===== src/rtl/image_phase_scheduler_if.sv =====
// Engine-side and image-memory-side signals of the phase scheduler.
// master = scheduler, slave = engines plus memory.
interface image_phase_scheduler_if #(
   parameter int ADDR_W = 6,
   parameter int PIX_W  = 24
);
   logic [2:0]          eng_start;
   logic [2:0]          eng_done;
   logic [3*ADDR_W-1:0] eng_row;
   logic [3*ADDR_W-1:0] eng_col;
   logic [2:0]          eng_we;
   logic [3*PIX_W-1:0]  eng_pix;
   logic [ADDR_W-1:0]   row;
   logic [ADDR_W-1:0]   col;
   logic                we;
   logic [PIX_W-1:0]    out_pix;

   modport master (
      output eng_start, row, col, we, out_pix,
      input  eng_done, eng_row, eng_col, eng_we, eng_pix
   );

   modport slave (
      input  eng_start, row, col, we, out_pix,
      output eng_done, eng_row, eng_col, eng_we, eng_pix
   );
endinterface


===== src/rtl/image_phase_scheduler.sv =====
// Runs gray -> compress -> encode and muxes the active engine onto the image-memory port.
// One-cycle registered latency on every output; no backpressure, engines pace themselves via eng_done.
module image_phase_scheduler #(
   parameter int ADDR_W  = 6,
   parameter int PIX_W   = 24,
   parameter int TIMEOUT = 65536
) (
   input  logic                   clk,
   input  logic                   rst_n,
   input  logic                   start,
   image_phase_scheduler_if.master bus,
   output logic                   gray_done,
   output logic                   compress_done,
   output logic                   encode_done,
   output logic                   busy,
   output logic                   err
);
   localparam int              WD_W    = $clog2(TIMEOUT);
   localparam logic [WD_W-1:0] WD_LAST = WD_W'(TIMEOUT - 1);

   typedef enum logic [3:0] {
      IDLE, G_ST, G_RUN, C_ST, C_RUN, E_ST, E_RUN, DONE, ERROR
   } state_t;

   state_t state, state_nxt;

   logic [WD_W-1:0]   wdog, wdog_nxt;
   logic [2:0]        done_q, done_nxt;
   logic [2:0]        eng_start_nxt;
   logic              busy_nxt, err_nxt;
   logic [2:0]        act_sel;
   logic              in_run, act_done, wd_expired, start_ok, fwd;
   logic [ADDR_W-1:0] act_row, act_col;
   logic [PIX_W-1:0]  act_pix;
   logic              act_we;

   assign gray_done     = done_q[0];
   assign compress_done = done_q[1];
   assign encode_done   = done_q[2];

   // Which engine owns the current phase, and the qualifiers derived from it.
   always_comb begin
      act_sel = 3'b000;
      case (state)
         G_ST, G_RUN: act_sel = 3'b001;
         C_ST, C_RUN: act_sel = 3'b010;
         E_ST, E_RUN: act_sel = 3'b100;
         default:     act_sel = 3'b000;
      endcase
   end

   assign in_run     = (state == G_RUN) || (state == C_RUN) || (state == E_RUN);
   assign act_done   = in_run && ((bus.eng_done & act_sel) != 3'b000);
   assign wd_expired = in_run && (wdog == WD_LAST);
   assign start_ok   = start && ((state == IDLE) || (state == DONE) || (state == ERROR));

   always_comb begin
      act_row = bus.eng_row[0 +: ADDR_W];
      act_col = bus.eng_col[0 +: ADDR_W];
      act_pix = bus.eng_pix[0 +: PIX_W];
      act_we  = bus.eng_we[0];
      case (act_sel)
         3'b010: begin
            act_row = bus.eng_row[ADDR_W +: ADDR_W];
            act_col = bus.eng_col[ADDR_W +: ADDR_W];
            act_pix = bus.eng_pix[PIX_W +: PIX_W];
            act_we  = bus.eng_we[1];
         end
         3'b100: begin
            act_row = bus.eng_row[2*ADDR_W +: ADDR_W];
            act_col = bus.eng_col[2*ADDR_W +: ADDR_W];
            act_pix = bus.eng_pix[2*PIX_W +: PIX_W];
            act_we  = bus.eng_we[2];
         end
         default: ;
      endcase
   end

   always_ff @(posedge clk or negedge rst_n) begin
      if (!rst_n) state <= IDLE;
      else        state <= state_nxt;
   end

   // Done takes priority over the watchdog on the same cycle.
   always_comb begin
      state_nxt = state;
      case (state)
         IDLE, DONE, ERROR: if (start) state_nxt = G_ST;
         G_ST:  state_nxt = G_RUN;
         C_ST:  state_nxt = C_RUN;
         E_ST:  state_nxt = E_RUN;
         G_RUN: if (act_done) state_nxt = C_ST; else if (wd_expired) state_nxt = ERROR;
         C_RUN: if (act_done) state_nxt = E_ST; else if (wd_expired) state_nxt = ERROR;
         E_RUN: if (act_done) state_nxt = DONE; else if (wd_expired) state_nxt = ERROR;
         default: state_nxt = IDLE;
      endcase
   end

   always_comb begin
      eng_start_nxt = 3'b000;
      case (state_nxt)
         G_ST:    eng_start_nxt = 3'b001;
         C_ST:    eng_start_nxt = 3'b010;
         E_ST:    eng_start_nxt = 3'b100;
         default: eng_start_nxt = 3'b000;
      endcase

      busy_nxt = !((state_nxt == IDLE) || (state_nxt == DONE) || (state_nxt == ERROR));

      done_nxt = done_q;
      err_nxt  = err;
      if (start_ok) begin
         done_nxt = 3'b000;
         err_nxt  = 1'b0;
      end
      if (act_done) done_nxt = done_q | act_sel;
      if (in_run && (state_nxt == ERROR)) err_nxt = 1'b1;

      // Counts only inside a RUN phase; saturates instead of wrapping.
      wdog_nxt = '0;
      if (in_run && !act_done) wdog_nxt = (wdog == WD_LAST) ? wdog : wdog + 1'b1;

      fwd = in_run && (state_nxt != ERROR);
   end

   always_ff @(posedge clk or negedge rst_n) begin
      if (!rst_n) begin
         wdog          <= '0;
         done_q        <= 3'b000;
         err           <= 1'b0;
         busy          <= 1'b0;
         bus.eng_start <= 3'b000;
         bus.row       <= '0;
         bus.col       <= '0;
         bus.we        <= 1'b0;
         bus.out_pix   <= '0;
      end else begin
         wdog          <= wdog_nxt;
         done_q        <= done_nxt;
         err           <= err_nxt;
         busy          <= busy_nxt;
         bus.eng_start <= eng_start_nxt;
         bus.we        <= fwd && act_we;
         if (fwd) begin
            bus.row     <= act_row;
            bus.col     <= act_col;
            bus.out_pix <= act_pix;
         end
      end
   end
endmodule


===== src/flat_wrapper.sv =====
// flat-port wrapper written by rule: the top's interface ports become plain ports
module image_phase_scheduler_flat 
#(
   parameter int ADDR_W  = 6,
   parameter int PIX_W   = 24,
   parameter int TIMEOUT = 65536
)
  (clk, rst_n, start, gray_done, compress_done, encode_done, busy, err, bus_eng_start, bus_row, bus_col, bus_we, bus_out_pix, bus_eng_done, bus_eng_row, bus_eng_col, bus_eng_we, bus_eng_pix);
  image_phase_scheduler_if #(.ADDR_W(ADDR_W), .PIX_W(PIX_W)) bus_i ();
  input  logic clk;
  input  logic rst_n;
  input  logic start;
  output logic gray_done;
  output logic compress_done;
  output logic encode_done;
  output logic busy;
  output logic err;
  output wire logic [$bits(bus_i.eng_start)-1:0] bus_eng_start;
  output wire logic [$bits(bus_i.row)-1:0] bus_row;
  output wire logic [$bits(bus_i.col)-1:0] bus_col;
  output wire logic [$bits(bus_i.we)-1:0] bus_we;
  output wire logic [$bits(bus_i.out_pix)-1:0] bus_out_pix;
  input wire logic [$bits(bus_i.eng_done)-1:0] bus_eng_done;
  input wire logic [$bits(bus_i.eng_row)-1:0] bus_eng_row;
  input wire logic [$bits(bus_i.eng_col)-1:0] bus_eng_col;
  input wire logic [$bits(bus_i.eng_we)-1:0] bus_eng_we;
  input wire logic [$bits(bus_i.eng_pix)-1:0] bus_eng_pix;
  assign bus_eng_start = bus_i.eng_start;
  assign bus_row = bus_i.row;
  assign bus_col = bus_i.col;
  assign bus_we = bus_i.we;
  assign bus_out_pix = bus_i.out_pix;
  assign bus_i.eng_done = bus_eng_done;
  assign bus_i.eng_row = bus_eng_row;
  assign bus_i.eng_col = bus_eng_col;
  assign bus_i.eng_we = bus_eng_we;
  assign bus_i.eng_pix = bus_eng_pix;
  image_phase_scheduler #(.ADDR_W(ADDR_W), .PIX_W(PIX_W), .TIMEOUT(TIMEOUT)) u_core (.clk(clk), .rst_n(rst_n), .start(start), .bus(bus_i), .gray_done(gray_done), .compress_done(compress_done), .encode_done(encode_done), .busy(busy), .err(err));
endmodule

===== config.mk =====
export PLATFORM = sky130hd
export DESIGN_NAME = image_phase_scheduler_flat
export DESIGN_NICKNAME = d
export VERILOG_FILES = /design/src/rtl/image_phase_scheduler_if.sv /design/src/rtl/image_phase_scheduler.sv /design/src/flat_wrapper.sv
export SDC_FILE = /design/constraint.sdc
export NUM_CORES = 1
export LEC_CHECK = 0
export CAP_MARGIN = 20
export CORE_MARGIN = 2
export CORE_UTILIZATION = 46
export CTS_CLUSTER_DIAMETER = 30
export DETAILED_ROUTE_END_ITERATION = 10
export GPL_ROUTABILITY_DRIVEN = 0
export PLACE_DENSITY = 0.87
export SYNTH_ARGS = -nofsm -noshare
export SYNTH_HDL_FRONTEND = slang
export SYNTH_SLANG_ARGS = --single-unit

===== constraint.sdc =====
create_clock -name clk -period 2.7 [get_ports clk]
set_input_delay 0.405 -clock clk [delete_from_list [all_inputs] [get_ports clk]]
set_output_delay 0.405 -clock clk [all_outputs]
set_load 0.05 [all_outputs]

[After elaboration in Yosys (flattened, before gate mapping)]
Index checks and enable logic that the tools add are counted.
Widths: inputs -> output; s select.
Word-level totals
  bits in registers: 65
  latch bits: 0
  bits in writable memories: 0
  ROM bits: 0
  input port bits: 117
  output and inout bits: 45
  word-level logic and storage cells: 73
  memories: 0
Cells by class
  $add $sub $neg: 1
  $mul: 0
  div/mod/pow operators: 0
  magnitude comparators: 0
  equality and inequality tests: 18
  shift-type cells: 0
  mux-type cells: 18
  bitwise gates (word level): 2
  reductions and logical operators: 24
Operators by type and width (count)
  $pmux 24 s2: 1
  $mux 16: 2
  $pmux 4 s7: 1
  $eq 4x3->1 const B: 6
  $pmux 6 s2: 2
  $mux 4: 5
  $pmux 3 s3: 2
  $add 16x1->16 const B: 1
  $eq 16x16->1 const B: 1
  $eq 4x2->1 const B: 3
  $eq 4x1->1 const B: 2
  $eq 4x4->1 const B: 2
  $logic_not 4->1: 2
  $logic_and 1x1->1: 7
  $logic_or 1x1->1: 6
  $mux 3: 2
  $reduce_or 2->1: 3
  $ne 4x4->1 const B: 1
  $reduce_bool 2->1: 2
  $and 3x3->3: 1
  $eq 3x2->1 const B: 1
  $eq 3x3->1 const B: 1
  $or 3x3->3: 1
  $reduce_bool 3->1: 1
  5 further kinds: 7

[Depth between registers and ports, before layout]
  word-level depth: 12
  gate-level depth with buffers: 8
  gate-level depth less buffers: 6

[Worst setup path after synthesis]
Ideal clock, no wire load.
  kind: reg-to-reg
  start: reg u_core.wdog[0]
  end: reg u_core.bus.col[0]
  library setup time: 125 ps
  arrival: 1713 ps
  required time: 2575 ps
  path slack: 861 ps
  stages on the path, launching flop included: 9
  path buffers: 2
  period minus slack after synthesis: 1839 ps
  cells stage by stage: dfrtp_1 ha_1 nand3_4 nor4_4 and2_4 a21oi_2 buf_6 buf_12 mux2i_1
On the way
  word-level cells in the longest chain between the ends: 7
  elaborated cells between the ends (all ways): 9
  classes of those cells: eq/ne (2); mux (5); reduce/logical (2)
Ends and longest elaborated chain
  from (decl): RTL line image_phase_scheduler.sv:27  | logic [WD_W-1:0] wdog, wdog_nxt;
  from (signal assigned): RTL line image_phase_scheduler.sv:138  | wdog <= wdog_nxt;
  $eq 16x16->1 *: RTL line image_phase_scheduler.sv:54  | assign wd_expired = in_run && (wdog == WD_LAST);
  $logic_and 1x1->1 *: RTL line image_phase_scheduler.sv:54
  $mux 4 *: RTL line image_phase_scheduler.sv:92, image_phase_scheduler.sv:93, image_phase_scheduler.sv:94
  $mux 4, on equally long branches: RTL line image_phase_scheduler.sv:94, image_phase_scheduler.sv:92, image_phase_scheduler.sv:93
  $pmux 4 s7 *: RTL line image_phase_scheduler.sv:87  | case (state)
  $ne 4x4->1 *: RTL line image_phase_scheduler.sv:123  | fwd = in_run && (state_nxt != ERROR);
  $logic_and 1x1->1 *: RTL line image_phase_scheduler.sv:123
  to (signal assigned): RTL line image_phase_scheduler.sv:146  | bus.col <= act_col;
  to (decl): RTL line image_phase_scheduler_if.sv:19  | output eng_start, row, col, we, out_pix,
Mark *: on every way between the ends. The rest lies on a longest branch, timed or not.
A chain may end at the register's enable or synchronous reset.

[Worst setup path in the final report]
  start: reg u_core.state[1]
  end: reg u_core.bus.out_pix[22]
On the way
  word-level cells in the longest chain between the ends: 10
  elaborated cells between the ends (all ways): 31
  classes of those cells: eq/ne (11); mux (8); bitwise (1); reduce/logical (11)
Ends and longest elaborated chain
  from (decl): RTL line image_phase_scheduler.sv:25  | state_t state, state_nxt;
  from (signal assigned): RTL line image_phase_scheduler.sv:81  | else state <= state_nxt;
  $eq 4x3->1, or another cell as far along: RTL line image_phase_scheduler.sv:44, image_phase_scheduler.sv:87
  $reduce_or 2->1: RTL line image_phase_scheduler.sv:44  | case (state)
  $pmux 3 s3: RTL line image_phase_scheduler.sv:44
  $and 3x3->3: RTL line image_phase_scheduler.sv:53  | assign act_done = in_run && ((bus.eng_done & act_sel) != 3'b000);
  $reduce_bool 3->1: RTL line image_phase_scheduler.sv:53
  $logic_and 1x1->1: RTL line image_phase_scheduler.sv:53
  $mux 4, on equally long branches: RTL line image_phase_scheduler.sv:94, image_phase_scheduler.sv:92, image_phase_scheduler.sv:93
  $pmux 4 s7: RTL line image_phase_scheduler.sv:87
  $ne 4x4->1: RTL line image_phase_scheduler.sv:123
  $logic_and 1x1->1: RTL line image_phase_scheduler.sv:123
  to (signal assigned): RTL line image_phase_scheduler.sv:147  | bus.out_pix <= act_pix;
  to (decl): RTL line image_phase_scheduler_if.sv:19
Parallel ways exist; a longest one is shown, timed or not.

==> impl_results.md <==
- Yosys cell types: 52
- DR vias/cell: 5.468
- Critical Path RT: 2960 ps
- Final period util: 0.8556
- RSZ-0062 raised after global routing: false
- Tot GR Track Use: 0.2345
- Post-CTS sizing: 0
- Max-Cap Viols: 0
- Power Density: 1113 nW/µm²
- Worst-path clk slew: 80 ps
- Hold Fails Final Rpt: 0
- Multi-input combinational cell area: 1725 µm²
- Top post-synthesis cells by area: dfrtp_1, mux2i_1, a22o_1
- Max Slew Vio Count: 0
- Final setup TNS: 0 ps
- Relative slew slack: 0.5486
- Number of synthesized flops with an enable pin: 0
- Final Setup Violations: 0
- Design area: 5487 µm²
- Synthesized area per cell: 9.904 µm²
- Cell count after synthesis: 369
- Layout cell share with drive strength beyond 1: 0.07197
- Row count: 32
- Clock Tree Root: clkbuf_8
- Clock tree from TritonCTS: yes
- Post-synth top area cell: dfrtp_1
- Clk_lat worst skew: 340 ps
- Die height: 93.14 µm
- Initial antenna violation count: 0
- CP Class: reg -> reg
- FF/Latch Area: 1627 µm²
- CTS H-tree depth: 3
- Die Width: 93.14 µm
- Post-Syn Area: 3655 µm²
- Critical Path Fanout Max: 24
- Synth Register Bits: 65
- Worst vdd ir: 0.6535 mV
- Clock tree buffer depth: 2
- Crit. End Element: register
- Dpl cell area: 5305 µm²
- Worst Skew: 9.514 ps
- Fmax: 432.9 MHz
- Tightest Pin Transition: 676.3 ps
- DR WL/cell: 16.05 µm
- Worst min-delay path class: in -> async
- Critical path's slowest cell: dfrtp_1
- Max stage delay on crit path: 680 ps
- Async SR Flop Fraction: 1.000
- Outcome: finished clean
- Minimum clock period: 2310 ps
- Area Overhead vs Synth: 50.12%
- CTS Sinks: 65
- Antenna Nets Post-Route: 0
- Pin count of the biggest net entering global routing: 66
- Post-Route WL: 10.11 mm
- Routed via count: 3445
- Initial core utilization: 0.4730
- Nets@finish: 641
- CTS Hold Bufs: 0
- Syn Nets: 487
- DP Wirelength: 7.410 mm
- Yosys warning total: 0
- Share of Yosys cell area claimed by the top area cell type: 0.4451
- Critical Path Start Type: register
- Filler cells: 579
- Critical path cell sequence: or3b_1 -> a21oi_4 -> nor2_2 -> buf_4 -> a21oi_1 -> mux2i_1
- Drt drc: 0
- Seq/Total Area, Yosys: 0.4451
- Drt pass-1 iters: 4
- Grt total ovfl: 0
- Placeable Area: 7727 µm²
- CP Data Arrival Time: 2570 ps
- Leak Pwr: 0.002301 µW
- Vias in the first global route: 3338
- Ys flop type: dfrtp_1
- PortBufs: 161
- Antenna cell count: 0
- Io pins: 162
- Post-CTS Repair Setup Buffers: 0
- CTS buffer count: 9
- Die ar.: 8674 µm²
- 1st-iter DRT viols: 140
- Fin util: 0.7100
- First-pass GRT wire length: 16.07 mm
[cell type report]
| cell class | instances | share of cell area |
|---|---|---|
| repair buffers | 168 | 0.3047 |
| inverters | 41 | 0.02805 |
| well taps | 102 | 0.02326 |
| clock buffers | 10 | 0.02509 |
| clock inverters | 6 | 0.007982 |
| multi-input cells | 238 | 0.3145 |
| flip-flops and latches | 65 | 0.2965 |
[registers in the layout (all words and copies together) (netlist names)]
signal                cells
u_core.state              4
u_core.busy               1
u_core.err                1
u_core.bus.col            6
u_core.done_q             3
u_core.bus.eng_start      3
u_core.wdog              16
u_core.bus.row            6
u_core.bus.out_pix       24
u_core.bus.we             1
[synthesized netlist by cell type, types with 2 or more instances]
master / number
a211oi_1: 4
a21boi_0: 2
a21o_1: 3
a21oi_1: 45
a22o_1: 36
a311oi_1: 2
and2_1: 2
and3_1: 3
and3_2: 2
and4_1: 3
buf_12: 3
buf_2: 11
buf_4: 3
clkbuf_1: 6
dfrtp_1: 65
inv_1: 41
mux2i_1: 39
nand2_1: 12
nand2b_1: 5
nand3_1: 4
nand3b_1: 3
nand4_1: 4
nor2_1: 19
nor3_1: 5
o2111ai_1: 2
o211ai_1: 4
o21ai_0: 5
o21ai_1: 2
or2_2: 2
xnor2_1: 5
xor2_1: 6
[power by group]
part	leakage, µW	total [µW]	switching, µW	internal (µW)
clock	0.0000805	744	387	357
combinational	0.00139	3790	2340	1450
sequential	0.000826	1570	242	1330
total	0.00230	6110	2970	3140
[kinds of logic (layout without fill, tap and decap cells)]
family | after synthesis | in the layout | synth area share
adders and majority gates | 1 | 1 | 0.003423
and+or+nand+nor | 72 | 72 | 0.1113
buffers and inverters | 66 | 225 | 0.09004
muxes | 39 | 39 | 0.1068
DFF | 65 | 65 | 0.4451
AOI/OAI and AO/OA | 115 | 115 | 0.2171
xor gates and xnor gates | 11 | 11 | 0.02636
[per-stage QoR]
stage | setup WS, ps | total power (µW) | hold slack, ps | cells
floorplan | 861.5 | 4272 | 109.4 | 369
global placement | 454.7 | 5292 | 442.2 | 614
detailed placement | 327.5 | 5396 | 446.5 | 614
CTS | 384.3 | 6159 | 69.03 | 630
global route | 167.7 | 6463 | 81.57 | 630
finish | 389.9 | 6106 | 66.12 | 630
[per-layer routing]
metal	part of all wire	wire, µm	GRT usage
met5	0	0	0
met2	0.51	5155	0.4112
met4	0.011	113	0.06250
met3	0.076	766	0.06769
met1	0.40	4079	0.2829
[worst max-delay path: cells and delay by family (launching register included)]
kind                   cells  cell delay [ps]
multiplexers               1              140
buffers and inverters      1              390
AND/OR/NAND/NOR            2              790
AO/OA/AOI/OAI              2              220
flip-flops                 1              680
[worst paths after layout]
kind	slack [ps]	end	startpoint	depth (start not counted)
max	390	u_core.bus.out_pix[22]$_DFFE_PN0P_	u_core.state[1]$_DFF_PN0_	6
min	70	u_core.wdog[2]$_DFFE_PN0P_	rst_n	2
max reg2reg	390	u_core.bus.out_pix[22]$_DFFE_PN0P_	u_core.state[1]$_DFF_PN0_	6
min reg2reg	500	u_core.done_q[1]$_DFFE_PN0P_	u_core.done_q[1]$_DFFE_PN0P_	1
max in group asynchronous	2350	u_core.wdog[5]$_DFFE_PN0P_	rst_n	2
min in group clk	500	u_core.done_q[1]$_DFFE_PN0P_	u_core.done_q[1]$_DFFE_PN0P_	1
[placed cells by master (no fill, tap or decap), types with 3 or more instances in the layout]
master / synthesis / final
dfrtp_1: 65 / 65
o211ai_1: 4 / 4
a22o_1: 36 / 36
nand4_1: 4 / 4
and4_1: 3 / 3
a21o_1: 3 / 3
a211oi_1: 4 / 4
inv_1: 41 / 41
clkinvlp_4: 0 / 4
clkbuf_8: 0 / 10
nand3_1: 4 / 4
nand2b_1: 5 / 5
o21ai_0: 5 / 5
and3_1: 3 / 3
nor3_1: 5 / 5
xor2_1: 6 / 6
nor2_1: 19 / 18
mux2i_1: 39 / 39
buf_4: 3 / 6
nand2_1: 12 / 12
xnor2_1: 5 / 5
nand3b_1: 3 / 3
a21oi_1: 45 / 44
clkdlybuf4s50_1: 0 / 160
Power figures use the tool's default switching activity.
